==> src/rtl/conv_encoder_tx.sv <==
// ============================================================================
//  Module   : conv_encoder_tx
//  Purpose  : Rate-1/2, constraint-length-3 convolutional encoder (g0 = 111,
//             g1 = 101) fed from a 4-byte input FIFO. Each byte is encoded
//             LSB first into a 16-bit packet that is handed to a downstream
//             Viterbi decoder once that decoder reports it is not busy.
//  Ports    : clk          - system clock, rising edge
//             rst_n        - asynchronous active-low reset
//             dvalid_i     - input byte valid
//             data_i[7:0]  - input byte (bit 0 encoded first)
//             ready_o      - input FIFO can accept a byte
//             flush_i      - request to return encoder shift state to 00
//             busy_i       - downstream decoder busy, holds packet issue
//             data_o[15:0] - last issued encoded packet
//             dvalid_o     - one-cycle packet strobe
//             fifo_level_o - input FIFO occupancy, 0..4
//  Revision : 1.0 - initial release
// ============================================================================
`default_nettype none

module conv_encoder_tx (
  input  logic        clk,
  input  logic        rst_n,
  input  logic        dvalid_i,
  input  logic [7:0]  data_i,
  output logic        ready_o,
  input  logic        flush_i,
  input  logic        busy_i,
  output logic [15:0] data_o,
  output logic        dvalid_o,
  output logic [2:0]  fifo_level_o
);

  localparam logic [2:0] C_FIFO_FULL = 3'd4;
  localparam logic [2:0] C_LAST_BIT  = 3'd7;

  typedef enum logic [1:0] {
    ST_IDLE   = 2'd0,
    ST_ENCODE = 2'd1,
    ST_SEND   = 2'd2
  } state_t;

  state_t      r_state;

  // Input FIFO storage and bookkeeping
  logic [7:0]  r_fifo_mem [0:3];
  logic [1:0]  r_wr_ptr;
  logic [1:0]  r_rd_ptr;
  logic [2:0]  r_level;

  // Encoder datapath
  logic [7:0]  r_shift;      // byte being encoded, consumed from bit 0
  logic [2:0]  r_bit_cnt;
  logic [1:0]  r_enc_st;     // {s1, s0}, carried across bytes
  logic        r_flush_pend;
  logic [15:0] r_packet;

  // Registered outputs
  logic [15:0] r_data_o;
  logic        r_dvalid_o;

  logic        w_push;
  logic        w_pop;
  logic        w_bit;
  logic        w_p0;
  logic        w_p1;

  assign ready_o      = (r_level != C_FIFO_FULL);
  assign fifo_level_o = r_level;
  assign data_o       = r_data_o;
  assign dvalid_o     = r_dvalid_o;

  assign w_push = dvalid_i && ready_o;
  assign w_pop  = (r_state == ST_IDLE) && (r_level != 3'd0);

  assign w_bit  = r_shift[0];
  assign w_p0   = w_bit ^ r_enc_st[1] ^ r_enc_st[0];
  assign w_p1   = w_bit ^ r_enc_st[0];

  // FIFO storage needs no reset: contents are only read behind a valid level.
  always_ff @(posedge clk) begin
    if (w_push) begin
      r_fifo_mem[r_wr_ptr] <= data_i;
    end
  end

  always_ff @(posedge clk or negedge rst_n) begin
    if (!rst_n) begin
      r_wr_ptr <= 2'd0;
      r_rd_ptr <= 2'd0;
      r_level  <= 3'd0;
    end else begin
      if (w_push) begin
        r_wr_ptr <= r_wr_ptr + 2'd1;
      end
      if (w_pop) begin
        r_rd_ptr <= r_rd_ptr + 2'd1;
      end
      case ({w_push, w_pop})
        2'b10:   r_level <= r_level + 3'd1;
        2'b01:   r_level <= r_level - 3'd1;
        default: r_level <= r_level;
      endcase
    end
  end

  always_ff @(posedge clk or negedge rst_n) begin
    if (!rst_n) begin
      r_state      <= ST_IDLE;
      r_shift      <= 8'h00;
      r_bit_cnt    <= 3'd0;
      r_enc_st     <= 2'b00;
      r_flush_pend <= 1'b0;
      r_packet     <= 16'h0000;
      r_data_o     <= 16'h0000;
      r_dvalid_o   <= 1'b0;
    end else begin
      r_dvalid_o <= 1'b0;
      case (r_state)
        ST_IDLE: begin
          // A flush (direct or deferred) wins over nothing here: popping only
          // loads the shift register, so clearing {s1,s0} on the same edge
          // guarantees the popped byte starts from state 00.
          if (flush_i || r_flush_pend) begin
            r_enc_st <= 2'b00;
          end
          r_flush_pend <= 1'b0;
          if (w_pop) begin
            r_shift   <= r_fifo_mem[r_rd_ptr];
            r_bit_cnt <= 3'd0;
            r_state   <= ST_ENCODE;
          end
        end

        ST_ENCODE: begin
          // Defer flushes so the in-flight packet is encoded undisturbed.
          if (flush_i) begin
            r_flush_pend <= 1'b1;
          end
          // Shifting pairs in from the bottom lands bit 0's pair at [15:14]
          // after eight steps.
          r_packet  <= {r_packet[13:0], w_p0, w_p1};
          r_enc_st  <= {w_bit, r_enc_st[1]};
          r_shift   <= {1'b0, r_shift[7:1]};
          r_bit_cnt <= r_bit_cnt + 3'd1;
          if (r_bit_cnt == C_LAST_BIT) begin
            r_state <= ST_SEND;
          end
        end

        ST_SEND: begin
          if (flush_i) begin
            r_flush_pend <= 1'b1;
          end
          if (!busy_i) begin
            r_dvalid_o <= 1'b1;
            r_data_o   <= r_packet;
            r_state    <= ST_IDLE;
          end
        end

        default: begin
          r_state <= ST_IDLE;
        end
      endcase
    end
  end

endmodule

`default_nettype wire

==> config.mk <==
export PLATFORM = sky130hd
export DESIGN_NAME = conv_encoder_tx
export DESIGN_NICKNAME = d
export VERILOG_FILES = /design/src/rtl/conv_encoder_tx.sv
export SDC_FILE = /design/constraint.sdc
export NUM_CORES = 1
export LEC_CHECK = 0
export CELL_PAD_IN_SITES_DETAIL_PLACEMENT = 0
export CELL_PAD_IN_SITES_GLOBAL_PLACEMENT = 1
export CORE_MARGIN = 2
export CORE_UTILIZATION = 51
export CTS_CLUSTER_DIAMETER = 150
export DETAILED_ROUTE_END_ITERATION = 10
export GPL_ROUTABILITY_DRIVEN = 0
export GPL_TIMING_DRIVEN = 0
export HOLD_SLACK_MARGIN = 0.15
export PLACE_DENSITY = 0.95
export SLEW_MARGIN = 20
export SYNTH_ARGS = -nofsm -noshare
export SYNTH_HDL_FRONTEND = slang
export SYNTH_SLANG_ARGS = --single-unit
export TNS_END_PERCENT = 1
==> constraint.sdc <==
create_clock -name clk -period 3.67 [get_ports clk]
set_clock_uncertainty 0.15 [all_clocks]
set_input_delay 1.101 -clock clk [delete_from_list [all_inputs] [get_ports clk]]
set_output_delay 1.101 -clock clk [all_outputs]
set_load 0.1 [all_outputs]
Word-level counts from Yosys, hierarchy flattened. Memory sizes are Yosys's and may differ from the RTL's. Cells that the tools add are included.

Memories kept: 1. Register bits: 56. Bits in writable memories: 32. Logic and storage cells: 63. Output and inout port bits: 21. Input bits: 13.

Bitwise logic cells: 4. Equality and inequality tests: 11. Reductions and logical operators: 14. Add/sub/neg operators: 5. Mux-type cells: 17.

Memories: r_fifo_mem (depth 4, bits a word 8, read ports 1, clocked after Yosys merged registers in 0, write ports 1, line 46) `logic [7:0] r_fifo_mem [0:3];`.

Operators by type and width (number): 8-bit case mux with 2 select lines (1); 3-bit case mux with 2 select lines (2); 2-bit two-way mux (4); 8-bit two-way mux (1); 2-bit AND reduction (4); 3-bit by 1-bit adder with 3-bit output (second input constant) (2); 2-bit != test (second input constant) (3); 2-bit case mux with 3 select lines (1); 2-bit nonzero test (3); 1-bit two-way mux (5); 2-bit by 1-bit adder with 2-bit output (second input constant) (2); 2-bit by 1-bit equality test with 1-bit output (second input constant) (2); 2-bit equality test (second input constant) (2); 2-bit by 1-bit != test with 1-bit output (second input constant) (2); 2-bit case mux with 2 select lines (1); 3-bit equality test (second input constant) (1); 3-bit two-way mux (1); 3-bit != test (second input constant) (1); 3-bit AND reduction (1); 3-bit nonzero test (1); 3-bit by 1-bit subtractor with 3-bit output (second input constant) (1); 1-bit XOR (3); 1-bit logical AND (2); 2-bit logical NOT (1); 4 further kinds (4).

Depth between registers and ports, before layout. Gate-level depths: netlist of the first run.

Depth in word-level cells: 4. Depth in mapped cells: 9. Mapped depth without buffers: 9.

Worst setup path before layout of the first run. Ideal clock, no wire load.

Path kind: reg-to-reg. From: reg r_level[2], in the netlist fifo_level_o[2]. To: reg r_level[2], in the netlist fifo_level_o[2]. Period minus slack after synthesis: 3.436 ns. Slack: 0.234 ns. Stages on the path, launching flop included: 10. Arrival: 3.123 ns. Path through: dfrtp_1 or3b_1 and2_4 inv_1 ha_1 inv_1 fa_1 xor2_1 nor2_1 xor2_1.

Word-level cells in the longest chain between the ends: 4. Elaborated cells on any way between the ends: 10.

Ends and longest elaborated chain: start, declared (line 49) `logic [2:0] r_level;`; start signal, assigned (line 100) `2'b10: r_level <= r_level + 3'd1;`; start signal, assigned (line 101) `2'b01: r_level <= r_level - 3'd1;`; start signal, assigned (line 102) `default: r_level <= r_level;`; 3-bit != test * (line 68) `assign ready_o = (r_level != C_FIFO_FULL);`; via ready_o (line 26) `output logic ready_o,`; 1-bit logical AND * (line 73) `assign w_push = dvalid_i && ready_o;`; 2-bit by 1-bit equality test with 1-bit output or 2-bit equality test (tied branches) (line 99) `case ({w_push, w_pop})`; 3-bit case mux with 2 select lines or 2-bit nonzero test (tied branches).

The timed path passes the listed nets; every way through them passes the cells marked *. A chain may end at the register's enable or synchronous reset.

Worst setup path in the final report of the first run.
From: reg r_level[0], in the netlist fifo_level_o[0]. To: out ready_o.

Word-level cells in the longest chain between the ends: 1.

Ends and longest elaborated chain (line): 3-bit != test (68); end, declared (26).

Every way passes these cells.

==> run_results.csv, run 1 <==
group,metric,value,unit
outcome,status,"complete, no violations",
timing,fin_ws,140.5,ps
route,drc,0,
finish,multi_input_area,1170,µm²
route,drtIter0Drc,58,
floorplanning,die_w,88.37,µm
timing,fmax,0.2833,GHz
timing,worst_slew_pin_slew,968.3,ps
logic_synthesis,synth.ff_latch_count,88,
finish,ff_latch_area,2362,µm²
critical_path,worstSetupEndpointType,"output port",
cts,cts_setup_buffers,0,
place,place_hpwl,3791,µm
route,drt_wl_total,5575,µm
finish,nFillCells,531,
global_route,grt_pass1_wl,9321,µm
cts,clockRootBuffer,"clkbuf_8",
finish,area_growth,17.34,%
logic_synthesis,synthTopCellsByCount,"dfrtp_1 (56), edfxtp_1 (32), mux2_2 (32)",
critical_path,critPathCapture,"ready_o",
route,wire_per_inst,15.03,µm
route,avgViaCountPerCell,5.159,
timing,min_period,3529,ps
critical_path,timing.reg2reg.setup_slack,1260,ps
logic_synthesis,synth_cell_type_count,35,
global_route,overflow,0,
cts,tritoncts,"built",
logic_synthesis,synth_edf_count,32,
route,vias,1914,
logic_synthesis,postSynthCellCount,226,
timing,hold_viol,0,
floorplanning,rows,30,
floorplanning,num_io_pins,34,
logic_synthesis,ys_seq_area_frac,0.6508,
cts,cts.repair.resized,0,
min_path,min_path_type,"flop to flop",
global_route,grt_pass1_vias,1934,
timing,timing.final.crit_share,0.9617,
logic_synthesis,syn_area,3630,µm²
cts,clockBufferDepth,2,
critical_path,worstPathArrival,2280,ps
critical_path,r2r-end,"fifo_level_o[2]",
cts,ctsHoldBuffers,0,
global_route,antenna_found_initial,0,
finish,fin_nets,295,
critical_path,crit_start,"fifo_level_o[0]",
critical_path,cp-start-kind,"flop",
global_route,grtUsageTotal,0.1605,
timing,maxSlewViolCount,0,
logic_synthesis,yosys_most_used_dff,"dfrtp_1",
logic_synthesis,synth_top_area_share,0.3861,
logic_synthesis,yosys_warnings,0,
cts,cts.sinks,88,
route,ant_nets,0,
cts,cts_buffers,9,
timing,finalSetupViolCount,0,
floorplanning,start_util,0.5313,
finish,diodes,0,
global_route,grt_max_degree,57,
floorplanning,core_area,6832,µm²
finish,drive_gt1_frac,0.2509,
timing,rsz0062_at_grt,"no",
place,dp_slack,515.9,ps
route,firstDrtPassIters,4,
place,portBuffers,33,
critical_path,critPathRequiredTime,2420,ps
logic_synthesis,synth_nets,251,
flow_run,drv_cap,0,
timing,relSlewSlack,0.3524,
logic_synthesis,avgSynthCellArea,16.06,µm²
logic_synthesis,async_flop_share,0.6364,
floorplanning,die_area,7808,µm²
cts,cts.clk_slew.worst_paths,80,ps
critical_path,reg2reg_depth,9,
floorplanning,die_height,88.37,µm
logic_synthesis,yosysTopAreaCell,"dfrtp_1",
logic_synthesis,post-synth-top-count-cell,"dfrtp_1",
cts,clk_latency,350,ps
logic_synthesis,yosys-top-cells-area,"dfrtp_1 (39%), edfxtp_1 (26%), mux2_2 (9.9%), mux4_2 (5.0%), ha_1 (3.8%)",
critical_path,cp_max_fo,6,
critical_path,r2r_start,"fifo_level_o[0]",
cts,h-tree-depth,3,
critical_path,critical_path_class,"flop to output port",
==> state kept, by name (all words and copies together), names as in the netlist, 3 cells and up <==
name / flops
fifo_level_o: 3
r_bit_cnt: 3
data_o: 16
r_fifo_mem: 32
r_packet: 16
r_shift: 8
==> critical path: stages, from the launching register on <==
cell and delay [ps]:
dfrtp_1 450, or3b_1 480, clkdlybuf4s50_1 1010
==> worst min-delay path by stage <==
stage,start,to,depth (start not counted)
floorplan,r_bit_cnt[1],r_bit_cnt[1],1
global placement,r_bit_cnt[2],r_bit_cnt[2],1
detailed placement,r_bit_cnt[1],r_bit_cnt[1],1
CTS,r_bit_cnt[1],r_bit_cnt[1],1
global route,data_o[12],data_o[12],1
finish,r_bit_cnt[1],r_bit_cnt[1],1
==> placed cells by master, fill, tap and decap left out, types with 2 or more instances in the layout <==
master,netlist,final
nand3_1,2,2
ha_1,11,11
clkbuf_8,0,9
and3_1,4,4
a21oi_1,17,17
clkinv_2,0,2
a22o_1,2,2
buf_6,2,2
xnor2_1,5,5
mux2_2,32,32
mux4_2,8,8
nor2_1,2,2
buf_2,6,6
and2_4,2,2
clkbuf_1,1,4
dfrtp_1,56,56
mux2i_1,9,9
xor2_1,3,3
a32o_1,2,2
nand2_1,5,5
clkdlybuf4s50_1,0,32
edfxtp_1,32,32
inv_1,10,10
==> cell families after synthesis <==
kind of cell | after synthesis | synth area share
flip-flops | 88 | 0.6508
multiplexers | 50 | 0.1779
AO/OA/AOI/OAI | 27 | 0.04654
AND/OR/NAND/NOR | 21 | 0.03517
buffers and inverters | 20 | 0.02689
adder cells (fa/ha/maj) | 12 | 0.04343
XOR/XNOR | 8 | 0.01930
==> metrics by stage <==
| stage | instance area (µm²) | TNS (ps) | hold WS (ps) | util | std cells |
|---|---|---|---|---|---|
| after floorplan | 3630 | 0 | 319.8 | - | 226 |
| after global placement | 4080 | -20170 | 329.0 | 0.5973 | 355 |
| after detailed placement | 4078 | 0 | 335.0 | 0.5969 | 355 |
| after CTS | 4259 | 0 | 353.3 | 0.6234 | 371 |
| after global routing | 4259 | 0 | 374.4 | 0.6234 | 371 |
| final | 4259 | 0 | 348.5 | 0.6234 | 371 |
==> per-layer routing <==
layer | global-route usage | wire length [µm] | vias to the layer above
met5 | 0 | 0 | -
met4 | 0.05372 | 85 | 0
met3 | 0.05317 | 235 | 9
met2 | 0.2618 | 2779 | 39
met1 | 0.2040 | 2475 | 949
li1 | - | - | 917
==> area by class of cell <==
class	instances	area share
Clock buffer	12	0.03173
Buffer	10	0.01410
Clock inverter	4	0.01087
Inverter	10	0.008813
Multi-Input combinational cell	118	0.2747
Tap cell	96	0.02820
Timing Repair Buffer	33	0.07697
Sequential cell	88	0.5546
Power of run 1 is not shown: default switching activity piles up to over one toggle a cycle in this logic, so the estimate is an artifact.
==> inputs of run 2 (changes only) <==
GPL_TIMING_DRIVEN = 1   (was 0)
==> run 2 against run 1 <==
Register-to-register slack improved by 20 ps. Count of clock-buffer cells in the layout decreased by 3. Final area decreased by 2.4%. Cell count decreased by 1.6%. Critical path type unchanged. Largest cell class unchanged.
==> run_results.csv, run 2 (synthesis gave the netlist of run 1 again) <==
group,metric,value,unit
flow_run,drv_cap,0,
route,drt_wl_total,5287,µm
route,avgViaCountPerCell,5.110,
critical_path,crit_chain,"or3b_1 -> buf_4",
cts,clockRootBuffer,"clkbuf_8",
cts,cts.sinks,88,
floorplanning,start_util,0.5313,
critical_path,cp_max_fo,6,
route,ant_nets,0,
critical_path,worstPathArrival,1530,ps
global_route,grt_pass1_wl,8804,µm
timing,fin_tns_setup,0,ps
route,firstDrtPassIters,4,
timing,rsz0062_at_grt,"no",
timing,maxSlewViolCount,0,
global_route,grt_max_degree,32,
cts,cts.repair.resized,0,
floorplanning,rows,30,
timing,relSlewSlack,0.6243,
timing,min_period,2786,ps
timing,finalSetupViolCount,0,
timing,worst_slew_pin_slew,563.5,ps
finish,regMostFlops,"r_fifo_mem",
cts,tritoncts,"built",
global_route,overflow,0,
finish,fin_nets,289,
finish,diodes,0,
route,vias,1865,
cts,clk_latency,360,ps
critical_path,critical-path-top-delay-family,"simple AND/OR/NAND/NOR gates",
finish,layout_common_cells,"dfrtp_1 (56), mux2_2 (32), edfxtp_1 (32)",
route,drc,0,
critical_path,slowest_stage,"or3b_1",
route,wire_per_inst,14.48,µm
cts,cts_setup_buffers,0,
timing,hold_viol,0,
cts,ctsHoldBuffers,0,
timing,timing.final.crit_share,0.7591,
global_route,grtUsageTotal,0.1539,
cts,clockBufferDepth,2,
min_path,min_path_type,"flop to flop",
critical_path,critPathRequiredTime,2420,ps
global_route,antenna_found_initial,0,
outcome,status,"complete, no violations",
cts,h-tree-depth,3,
global_route,met1_usage,0.1946,
critical_path,cp-start-kind,"flop",
route,drtIter0Drc,88,
finish,final_common_cell,"dfrtp_1",
finish,drive_gt1_frac,0.3197,
global_route,met2_usage,0.2399,
floorplanning,die_height,88.37,µm
critical_path,crit_buf_inv,1,
finish,largest_register_ffs,32,
finish,nFillCells,543,
critical_path,max_stage_delay,460,ps
global_route,grt-busiest-layer,"met2",
finish,area_growth,14.48,%
floorplanning,core_area,6832,µm²
cts,cts.clk_slew.worst_paths,80,ps
floorplanning,die_area,7808,µm²
critical_path,worstSetupEndpointType,"output port",
global_route,met3_usage,0.05504,
floorplanning,die_w,88.37,µm
cts,cts_buffers,9,
critical_path,critical_path_class,"flop to output port",
global_route,grt_pass1_vias,1810,
floorplanning,num_io_pins,34,
place,place_hpwl,3639,µm
place,portBuffers,33,
timing,fmax,0.3590,GHz
==> run 2: through the flow <==
| stage | hold slack, ps | std cells | area [µm²] | utilization | setup WS, ps |
|---|---|---|---|---|---|
| 6_report | 346.2 | 365 | 4155 | 0.6082 | 884.2 |
| 4_1_cts | 353.7 | 365 | 4155 | 0.6082 | 853.8 |
| 3_3_place_gp | 329.2 | 349 | 3993 | 0.5844 | 688.1 |
| 2_1_floorplan | 319.8 | 226 | 3630 | - | 234.1 |
| 3_5_place_dp | 335.4 | 349 | 3993 | 0.5844 | 648.0 |
| 5_1_grt | 379.6 | 365 | 4155 | 0.6082 | 809.9 |
==> run 2: final cells by class <==
class | instances | area (µm²) | share of cell area
Sequential cell | 88 | 2362 | 0.5685
Multi-Input combinational cell | 118 | 1170 | 0.2815
Timing Repair Buffer | 37 | 302.8 | 0.07287
Clock buffer | 9 | 123.9 | 0.02981
Tap cell | 96 | 120.1 | 0.02891
Clock inverter | 7 | 38.79 | 0.009335
Inverter | 10 | 37.54 | 0.009033
==> run 2: path summary, 6_finish.rpt <==
kind	slack, ps	from	cells past startpoint	to
setup / recovery	880	fifo_level_o[0]	2	ready_o
hold / removal	350	r_bit_cnt[1]	1	r_bit_cnt[1]
max in group asynchronous	2200	rst_n	2	r_packet[14]
hold reg to reg	350	r_bit_cnt[1]	1	r_bit_cnt[1]
setup reg to reg	1280	fifo_level_o[0]	9	fifo_level_o[2]
min in group asynchronous	500	rst_n	1	data_o[3]
==> run 2: layer usage <==
metal  wire length, µm  vias to the layer above  part of all wire
met1              2392                      925              0.45
met3               258                       10             0.049
met4               108                        0             0.020
met5                 0                        -                 0
met2              2527                       35              0.48
li1                  -                      895                 -
==> run 2: worst reg2reg max path, cell delays in order (launching register included) <==
cell     delay [ps]
dfrtp_1         450
or3b_1          460
and2_4          210
inv_1            50
ha_1            170
inv_1            60
fa_1            370
xor2_1          150
nor2_1          100
xor2_1          150
Power of run 2 is left out for the same reason.
